===== src/rtl/int_controller.sv =====
// rtl/int_controller.sv - edge-latched fixed-priority interrupt source for the CU INT line
// Optional source masking is enabled by defining INT_MASK_EN.
module int_controller #(
    parameter int NSRC  = 4,
    parameter int VEC_W = 2
) (
    input  logic             clk,
    input  logic             rst_n,
    input  logic [NSRC-1:0]  irq_src,
    input  logic             int_ack,
    input  logic             int_eoi,
`ifdef INT_MASK_EN
    input  logic             mask_wr,
    input  logic [NSRC-1:0]  mask_din,
    output logic [NSRC-1:0]  int_mask,
`endif
    output logic             INT,
    output logic [VEC_W-1:0] int_vec,
    output logic             int_active,
    output logic [NSRC-1:0]  pending
);

    typedef enum logic [1:0] {
        S_IDLE,
        S_ASSERT,
        S_SERVICE
    } state_t;

    state_t           state;
    state_t           state_nxt;
    logic [NSRC-1:0]  irq_prev;
    logic [NSRC-1:0]  rise;
    logic [NSRC-1:0]  clr;
    logic [NSRC-1:0]  eligible;
    logic [VEC_W-1:0] lowest;
    logic [VEC_W-1:0] vec_nxt;

    assign rise = irq_src & ~irq_prev;

`ifdef INT_MASK_EN
    // Masking only gates arbitration; requests keep latching into pending.
    assign eligible = pending & int_mask;

    always_ff @(posedge clk) begin
        if (!rst_n) begin
            int_mask <= '1;
        end else if (mask_wr) begin
            int_mask <= mask_din;
        end
    end
`else
    assign eligible = pending;
`endif

    always_comb begin
        lowest = '0;
        for (int i = NSRC - 1; i >= 0; i--) begin
            if (eligible[i]) begin
                lowest = VEC_W'(i);
            end
        end
    end

    always_comb begin
        state_nxt = state;
        vec_nxt   = int_vec;
        clr       = '0;
        case (state)
            S_IDLE: begin
                if (|eligible) begin
                    state_nxt = S_ASSERT;
                    vec_nxt   = lowest;
                end
            end
            S_ASSERT: begin
                if (int_ack) begin
                    state_nxt    = S_SERVICE;
                    clr[int_vec] = 1'b1;
                end
            end
            S_SERVICE: begin
                if (int_eoi) begin
                    state_nxt = S_IDLE;
                end
            end
            default: begin
                state_nxt = S_IDLE;
            end
        endcase
    end

    always_ff @(posedge clk) begin
        if (!rst_n) begin
            state      <= S_IDLE;
            INT        <= 1'b0;
            int_vec    <= '0;
            int_active <= 1'b0;
            pending    <= '0;
            irq_prev   <= '0;
        end else begin
            state      <= state_nxt;
            INT        <= (state_nxt == S_ASSERT);
            int_active <= (state_nxt == S_SERVICE);
            int_vec    <= vec_nxt;
            // OR-ing rise last lets a fresh edge survive a same-cycle clear.
            pending    <= (pending & ~clr) | rise;
            irq_prev   <= irq_src;
        end
    end

endmodule


===== config.mk =====
export PLATFORM = sky130hd
export DESIGN_NAME = int_controller
export DESIGN_NICKNAME = d
export VERILOG_FILES = /design/src/rtl/int_controller.sv
export SDC_FILE = /design/constraint.sdc
export NUM_CORES = 1
export LEC_CHECK = 0
export BUFFER_PORTS_ARGS = -buffer_cell sky130_fd_sc_hd__buf_2
export CAP_MARGIN = 10
export CELL_PAD_IN_SITES_DETAIL_PLACEMENT = 0
export CELL_PAD_IN_SITES_GLOBAL_PLACEMENT = 1
export CORE_MARGIN = 2
export CORE_UTILIZATION = 38
export CTS_BUF_LIST = sky130_fd_sc_hd__clkbuf_4 sky130_fd_sc_hd__clkbuf_8
export CTS_CLUSTER_SIZE = 30
export DETAILED_ROUTE_END_ITERATION = 8
export PLACE_DENSITY_LB_ADDON = 0.2
export SKIP_LAST_GASP = 1
export SLEW_MARGIN = 10
export SYNTH_ARGS = -nofsm -noshare
export SYNTH_HDL_FRONTEND = slang
export SYNTH_SLANG_ARGS = --single-unit
export TNS_END_PERCENT = 1

===== constraint.sdc =====
create_clock -name clk -period 1.5 [get_ports clk]
set_clock_uncertainty 0.2 [all_clocks]
set_input_delay 0 -clock clk [delete_from_list [all_inputs] [get_ports clk]]
set_output_delay 0 -clock clk [all_outputs]
set_load 0.01 [all_outputs]

==> out/metrics.csv, run 1 <==
stage,metric,value,unit
pwr,pwr/cell area,1030,nW/µm²
logic_synthesis,adder-cell share of the synthesized area,0,%
logic_synthesis,"EDFF count, synth",0,
logic_synthesis,"area leader, netlist",dfxtp_1,
logic_synthesis,Synthesized Nets,61,
logic_synthesis,mux contribution to synthesized area,1.86,%
timing,Worst Tran Pin Value,0.272,ns
logic_synthesis,Synth Area in Simple Gates,22.8,%
critical_path,CP Capture Type,register,
route,Via density,5.00,
route,drt drc,0,
critical_path,Startpoint Class,input pin,
final_layout,final net count,91,
logic_synthesis,Synth async-reset ratio,0,%
timing,Tmin final,1.46,ns
global_route,number of global-route vias before repair,461,
route,drt total wl,1200,µm
floorplanning,Initial Util,40.8,%
floorplanning,Die Span Y,41.6,µm
final_layout,n_diodes,0,
logic_synthesis,"count leader, synth",dfxtp_1,
timing,Fin Hold WS,0.300,ns
run,number of max-cap violations,0,
logic_synthesis,"Distinct cells, synth",21,
clocking,CTS tree,yes,
logic_synthesis,Synth Area in XOR/XNOR,0,%
pwr,Gate power share,18.5,%
placed_design,placed instance area,627,µm²
route,Antenna Nets Post-Route,0,
status,status,"finished, final reports clean",
route,Via Count,480,
global_route,largest net degree at the start of global routing,16,
final_layout,Area Overhead vs Synth,41.6,%
floorplanning,core footprint,1320,µm²
final_layout,Fill cells,117,
timing,slew margin rel.,81.8,%
floorplanning,IO Pins,16,
global_route,grt ovf,0,
logic_synthesis,post-synthesis sequential area ratio,52.1,%
logic_synthesis,"top cells by area, synth","dfxtp_1 52%, a21boi_2 6.3%, and2_1 4.7%, a21boi_1 4.2%, o21ai_0 3.7%",
logic_synthesis,ys flop type,dfxtp_1,
global_route,antenna violations before repair,0,
critical_path,crit path DAT,1.43,ns
pwr,Peak VDD IR,582,µV
logic_synthesis,Ys Warns,0,
floorplanning,row cnt,13,
clocking,"CTS clk-pin slew, worst paths",0.08,ns
clocking,worst skew pair latency,0.27,ns
floorplanning,die area,1730,µm²
clocking,Root Driver,clkbuf_4,
timing,setup TNS,0,ns
final_layout,Layout Cells excl Fill,96,
pwr,switching power,0.000208,W
placed_design,port bufs,15,
global_route,first-pass GRT wire length,1960,µm
clocking,Post-CTS Setup Bufs,0,
pwr,Internal Power,0.000577,W
pwr,Reg power frac,55.0,%
critical_path,R2R setup slack,0.19,ns
logic_synthesis,synthesized instance count,53,
logic_synthesis,Synth Area in Compound Gates,21.6,%
timing,fmax,684,MHz
timing,period utilization,97.5,%
clocking,clock buffer depth,2,
final_layout,"Design Area, Final",762,µm²
floorplanning,Die X,41.6,µm
route,wire per inst,12.5,µm
min_path,Hold Crit Class,reg -> reg,
logic_synthesis,synthesized area per cell,10.2,µm²
timing,Hold Fails Final Rpt,0,
global_route,GRT Total Usage,15.2,%
timing,RSZ-0062 raised after global routing,no,
critical_path,CP Class,in -> reg,
clocking,Num CTS Buffers,3,
pwr,Clk pwr share,26.5,%
timing,Slew Limit Fails,0,
clocking,H-tree Lvls,1,
final_layout,layout cells sized above 1,27.2,%
timing,# setup viols final,0,
route,DRT Pass-1 Iters,4,
placed_design,GPL Wtd Cong,0.725,
pwr,total power draw,0.000785,W
logic_synthesis,share of the synthesized area in the top cell type,52.1,%
pwr,Lkg Pwr,0.332,nW
logic_synthesis,Post-Synthesis Cell Area,538,µm²
logic_synthesis,Synth top cells by count,"14 x dfxtp_1, 4 x and2_1, 4 x nor2_1, 4 x o21ai_0",
critical_path,crit path max fanout,15,
clocking,CTS Sinks,14,
critical_path,critical path required time,1.47,ns
logic_synthesis,"FF+latch count, synth",14,
logic_synthesis,largest family of logic cells by synthesized area,simple AND/OR/NAND/NOR gates,
route,1st-iter DRT viols,3,
pwr,Sw Share,26.5,%
placed_design,Post-Place Cells,82,
cell families after synthesis:
group | after synthesis
and+or+nand+nor | 20
buffers and inverters | 2
DFF | 14
AOI/OAI and AO/OA | 16
muxes | 1
worst paths after layout:
check	to	depth (start not counted)	from
min reg2reg	pending[1]$_SDFF_PN0_	2	irq_prev[1]$_SDFF_PN0_
min	pending[1]$_SDFF_PN0_	2	irq_prev[1]$_SDFF_PN0_
max reg2reg	pending[0]$_SDFF_PN0_	3	state[0]$_SDFF_PN0_
max	irq_prev[3]$_SDFF_PN0_	4	rst_n
sequential cells by signal (all words and copies together) (netlist names):
register and flops:
int_active 1, int_vec 2, INT 1, pending 4, irq_prev 4, state 2
cell usage in the layout (no fill, tap or decap):
cell type	count
o21ai_0	4
nand2_1	1
nand2b_1	3
nor4_1	1
a21boi_1	3
and2_1	4
mux2i_1	1
nor3b_1	1
clkbuf_4	3
dlygate4sd3_1	11
or3b_4	1
dfxtp_1	14
o21ai_1	1
a21oi_1	1
buf_2	14
o31ai_1	2
a21boi_2	3
nor2_1	4
nand3b_1	1
nand4b_1	1
inv_1	1
nor2b_1	3
buf_4	1
o21a_1	2
per-stage QoR:
step | setup WS, ns | utilization (%)
after global routing | 0.00256 | 57.8
after detailed placement | 0.200 | 47.6
after floorplan | 0.331 | -
after global placement | 0.266 | 47.6
after CTS | 0.0246 | 57.6
final | 0.0376 | 57.8
routing by layer:
| layer | global-route usage, % | part of all wire [%] |
|---|---|---|
| met5 | 0 | 0 |
| met3 | 3.91 | 4.3 |
| met1 | 16.6 | 43 |
| met4 | 5.81 | 1.2 |
| met2 | 27.8 | 52 |
area by class of cell:
type	instances	area (µm²)	share of cell area, %
sequential	14	280	36.8
multi-input combinational	37	249	32.7
timing repair buffer	26	188	24.6
clock buffer	3	22.5	2.96
tap	15	18.8	2.46
inverter	1	3.75	0.493
power by group through the flow:
stage	clock [W]	sequential, W	combinational [W]
6_report	0.000208	0.000432	0.000145
5_1_grt	0.000227	0.000437	0.000161
4_1_cts	0.000211	0.000432	0.000145
3_5_place_dp	0	0.000441	0.000123
3_3_place_gp	0	0.000438	0.000123
2_1_floorplan	0	0.000444	0.0000690
critical path: stages:
cell	delay, ns
dlygate4sd3_1	0.53
buf_4	0.18
and2_1	0.16
dlygate4sd3_1	0.55
repair_timing:
action | in CTS | in global routing
endpoints found under the hold margin | 14 | 0
hold buffers | 11 | 0
resized for setup | 0 | 2
endpoints found under the setup margin | 0 | 4
Power figures use the tool's default switching activity.
==> run 2: changes to the inputs <==
--- a/config.mk
+++ b/config.mk
@@ -14,7 +14,7 @@
 export CTS_BUF_LIST = sky130_fd_sc_hd__clkbuf_4 sky130_fd_sc_hd__clkbuf_8
 export CTS_CLUSTER_SIZE = 30
 export DETAILED_ROUTE_END_ITERATION = 8
-export PLACE_DENSITY_LB_ADDON = 0.2
+export PLACE_DENSITY = 0.77
 export SKIP_LAST_GASP = 1
 export SLEW_MARGIN = 10
 export SYNTH_ARGS = -nofsm -noshare
==> constraint.sdc (replaced) <==
create_clock -name clk -period 1.35 [get_ports clk]
set_clock_uncertainty 0.2 [all_clocks]
set_input_delay 0 -clock clk [delete_from_list [all_inputs] [get_ports clk]]
set_output_delay 0 -clock clk [all_outputs]
set_load 0.01 [all_outputs]
==> out/metrics.csv, run 2 (synthesis gave the netlist of run 1 again) <==
stage,metric,value,unit
final_layout,final net count,92,
timing,# setup viols final,1,
route,drt total wl,1090,µm
global_route,GR peak layer,met2,
final_layout,layout cells sized above 1,28.9,%
final_layout,n_diodes,0,
pwr,Gate power share,17.1,%
placed_design,GPL Wtd Cong,0.735,
min_path,Hold Path Origin,rst_n,
placed_design,port bufs,15,
global_route,first-pass GRT wire length,1990,µm
pwr,Internal Power,0.000704,W
timing,Fin Hold WS,-0.196,ns
floorplanning,core footprint,1320,µm²
critical_path,crit path max fanout,2,
global_route,GR Util met1,19.4,%
floorplanning,Die X,41.6,µm
timing,slew margin rel.,79.8,%
clocking,worst skew pair latency,0.28,ns
pwr,pwr/cell area,1200,nW/µm²
clocking,H-tree Lvls,1,
placed_design,Detail Placement HPWL,694,µm
status,status,finished with violations,
global_route,antenna violations before repair,0,
critical_path,R2R Path Start,state[0]$_SDFF_PN0_,
timing,RSZ-0062 raised after global routing,yes,
critical_path,Startpoint Class,input pin,
route,DRT Pass-1 Iters,4,
critical_path,"Top cell by count, worst path",dlygate4sd3_1,
clocking,Num CTS Buffers,3,
floorplanning,row cnt,13,
floorplanning,IO Pins,16,
global_route,met2 GRT Util,23.1,%
pwr,Lkg Pwr,0.341,nW
status,failing checks,"negative hold slack, negative setup slack",
clocking,Post-CTS Setup Bufs,0,
clocking,post-cts repair resize count,0,
global_route,number of global-route vias before repair,468,
route,Antenna Nets Post-Route,0,
route,Via Count,479,
floorplanning,die area,1730,µm²
floorplanning,Initial Util,40.8,%
run,number of max-cap violations,0,
clocking,CTS tree,yes,
pwr,Clk pwr share,32.0,%
pwr,Peak VDD IR,779,µV
final_layout,most frequent cells in the layout,"15 x buf_2, 14 x dfxtp_1, 11 x dlygate4sd3_1",
pwr,Sw Share,25.1,%
global_route,largest net degree at the start of global routing,11,
placed_design,Setup WS pre-CTS,0.156,ns
timing,period utilization,100,%
pwr,total power draw,0.000940,W
route,wire per inst,11.1,µm
timing,fmax,740,MHz
critical_path,Buf/Inv on CP,3,
clocking,"CTS clk-pin slew, worst paths",0.08,ns
critical_path,CP cell instances,dlygate4sd3_1 -> buf_2 -> and2_1 -> dlygate4sd3_1,
critical_path,Worst path slowest cell,dlygate4sd3_1,
clocking,clock buffer depth,2,
final_layout,"commonest non-fill, non-tap cell in the layout",buf_2,
clocking,Root Driver,clkbuf_4,
timing,Hold Fails Final Rpt,1,
min_path,Hold Crit Class,in -> reg,
pwr,switching power,0.000236,W
critical_path,worst setup path startpoint,irq_src[2],
timing,final setup margin,-0.000807,ns
route,1st-iter DRT viols,10,
global_route,grt ovf,0,
pwr,Reg power frac,50.9,%
route,drt drc,0,
critical_path,CP Capture Type,register,
global_route,GRT Total Usage,15.4,%
clocking,Post-CTS Hold Buffers,12,
route,Via density,4.89,
critical_path,CP Class,in -> reg,
final_layout,Largest regs,"irq_prev x4, pending x4",
critical_path,CP peak stage delay,0.54,ns
critical_path,critical path required time,1.32,ns
clocking,CTS Sinks,14,
global_route,met3 Usage GRT,7.83,%
floorplanning,Die Span Y,41.6,µm
final_layout,Area Overhead vs Synth,45.1,%
final_layout,final core occ,59.3,%
critical_path,crit path DAT,1.33,ns
critical_path,Crit path max-delay family,buffers and inverters,
timing,Slew Limit Fails,0,
timing,Tmin final,1.35,ns
timing,Worst Tran Pin Value,0.302,ns
## run 2: metrics by stage
step                cell area [µm²]  cells   TNS (ns)
finish                          781     98  -0.000807
global route                    781     98    -0.0272
CTS                             791     99          0
detailed placement              634     83          0
global placement                634     83          0
floorplan                       538     53          0
## run 2: metal layers
metal	routed length, µm	share of wire, %
met1	522	48
met2	497	46
met3	69	6.3
met4	0	0
met5	0	0
## run 2: path summary, 6_finish.rpt
kind	to	slack, ns	cells after the start
worst min-delay path	irq_prev[1]$_SDFF_PN0_	-0.20	2
worst max-delay path	irq_prev[2]$_SDFF_PN0_	-0.0008	4
worst max register to register	pending[0]$_SDFF_PN0_	0.14	3
worst min register to register	pending[1]$_SDFF_PN0_	0.30	2
## run 2: layout make-up
| class | instances | area, µm² |
|---|---|---|
| Clock buffer | 4 | 36.3 |
| Timing Repair Buffer | 27 | 193 |
| Sequential cell | 14 | 280 |
| Multi-Input combinational cell | 37 | 249 |
| Tap cell | 15 | 18.8 |
| Fill cell | 115 | 537 |
| Inverter | 1 | 3.75 |
## run 2: power by group through the flow
stage | Sequential (W) | Clock [W] | Combinational (W)
after floorplan | 0.000494 | 0 | 0.0000767
after global placement | 0.000488 | 0 | 0.000136
after detailed placement | 0.000487 | 0 | 0.000136
after CTS | 0.000478 | 0.000311 | 0.000164
after global routing | 0.000486 | 0.000332 | 0.000180
final | 0.000479 | 0.000301 | 0.000161
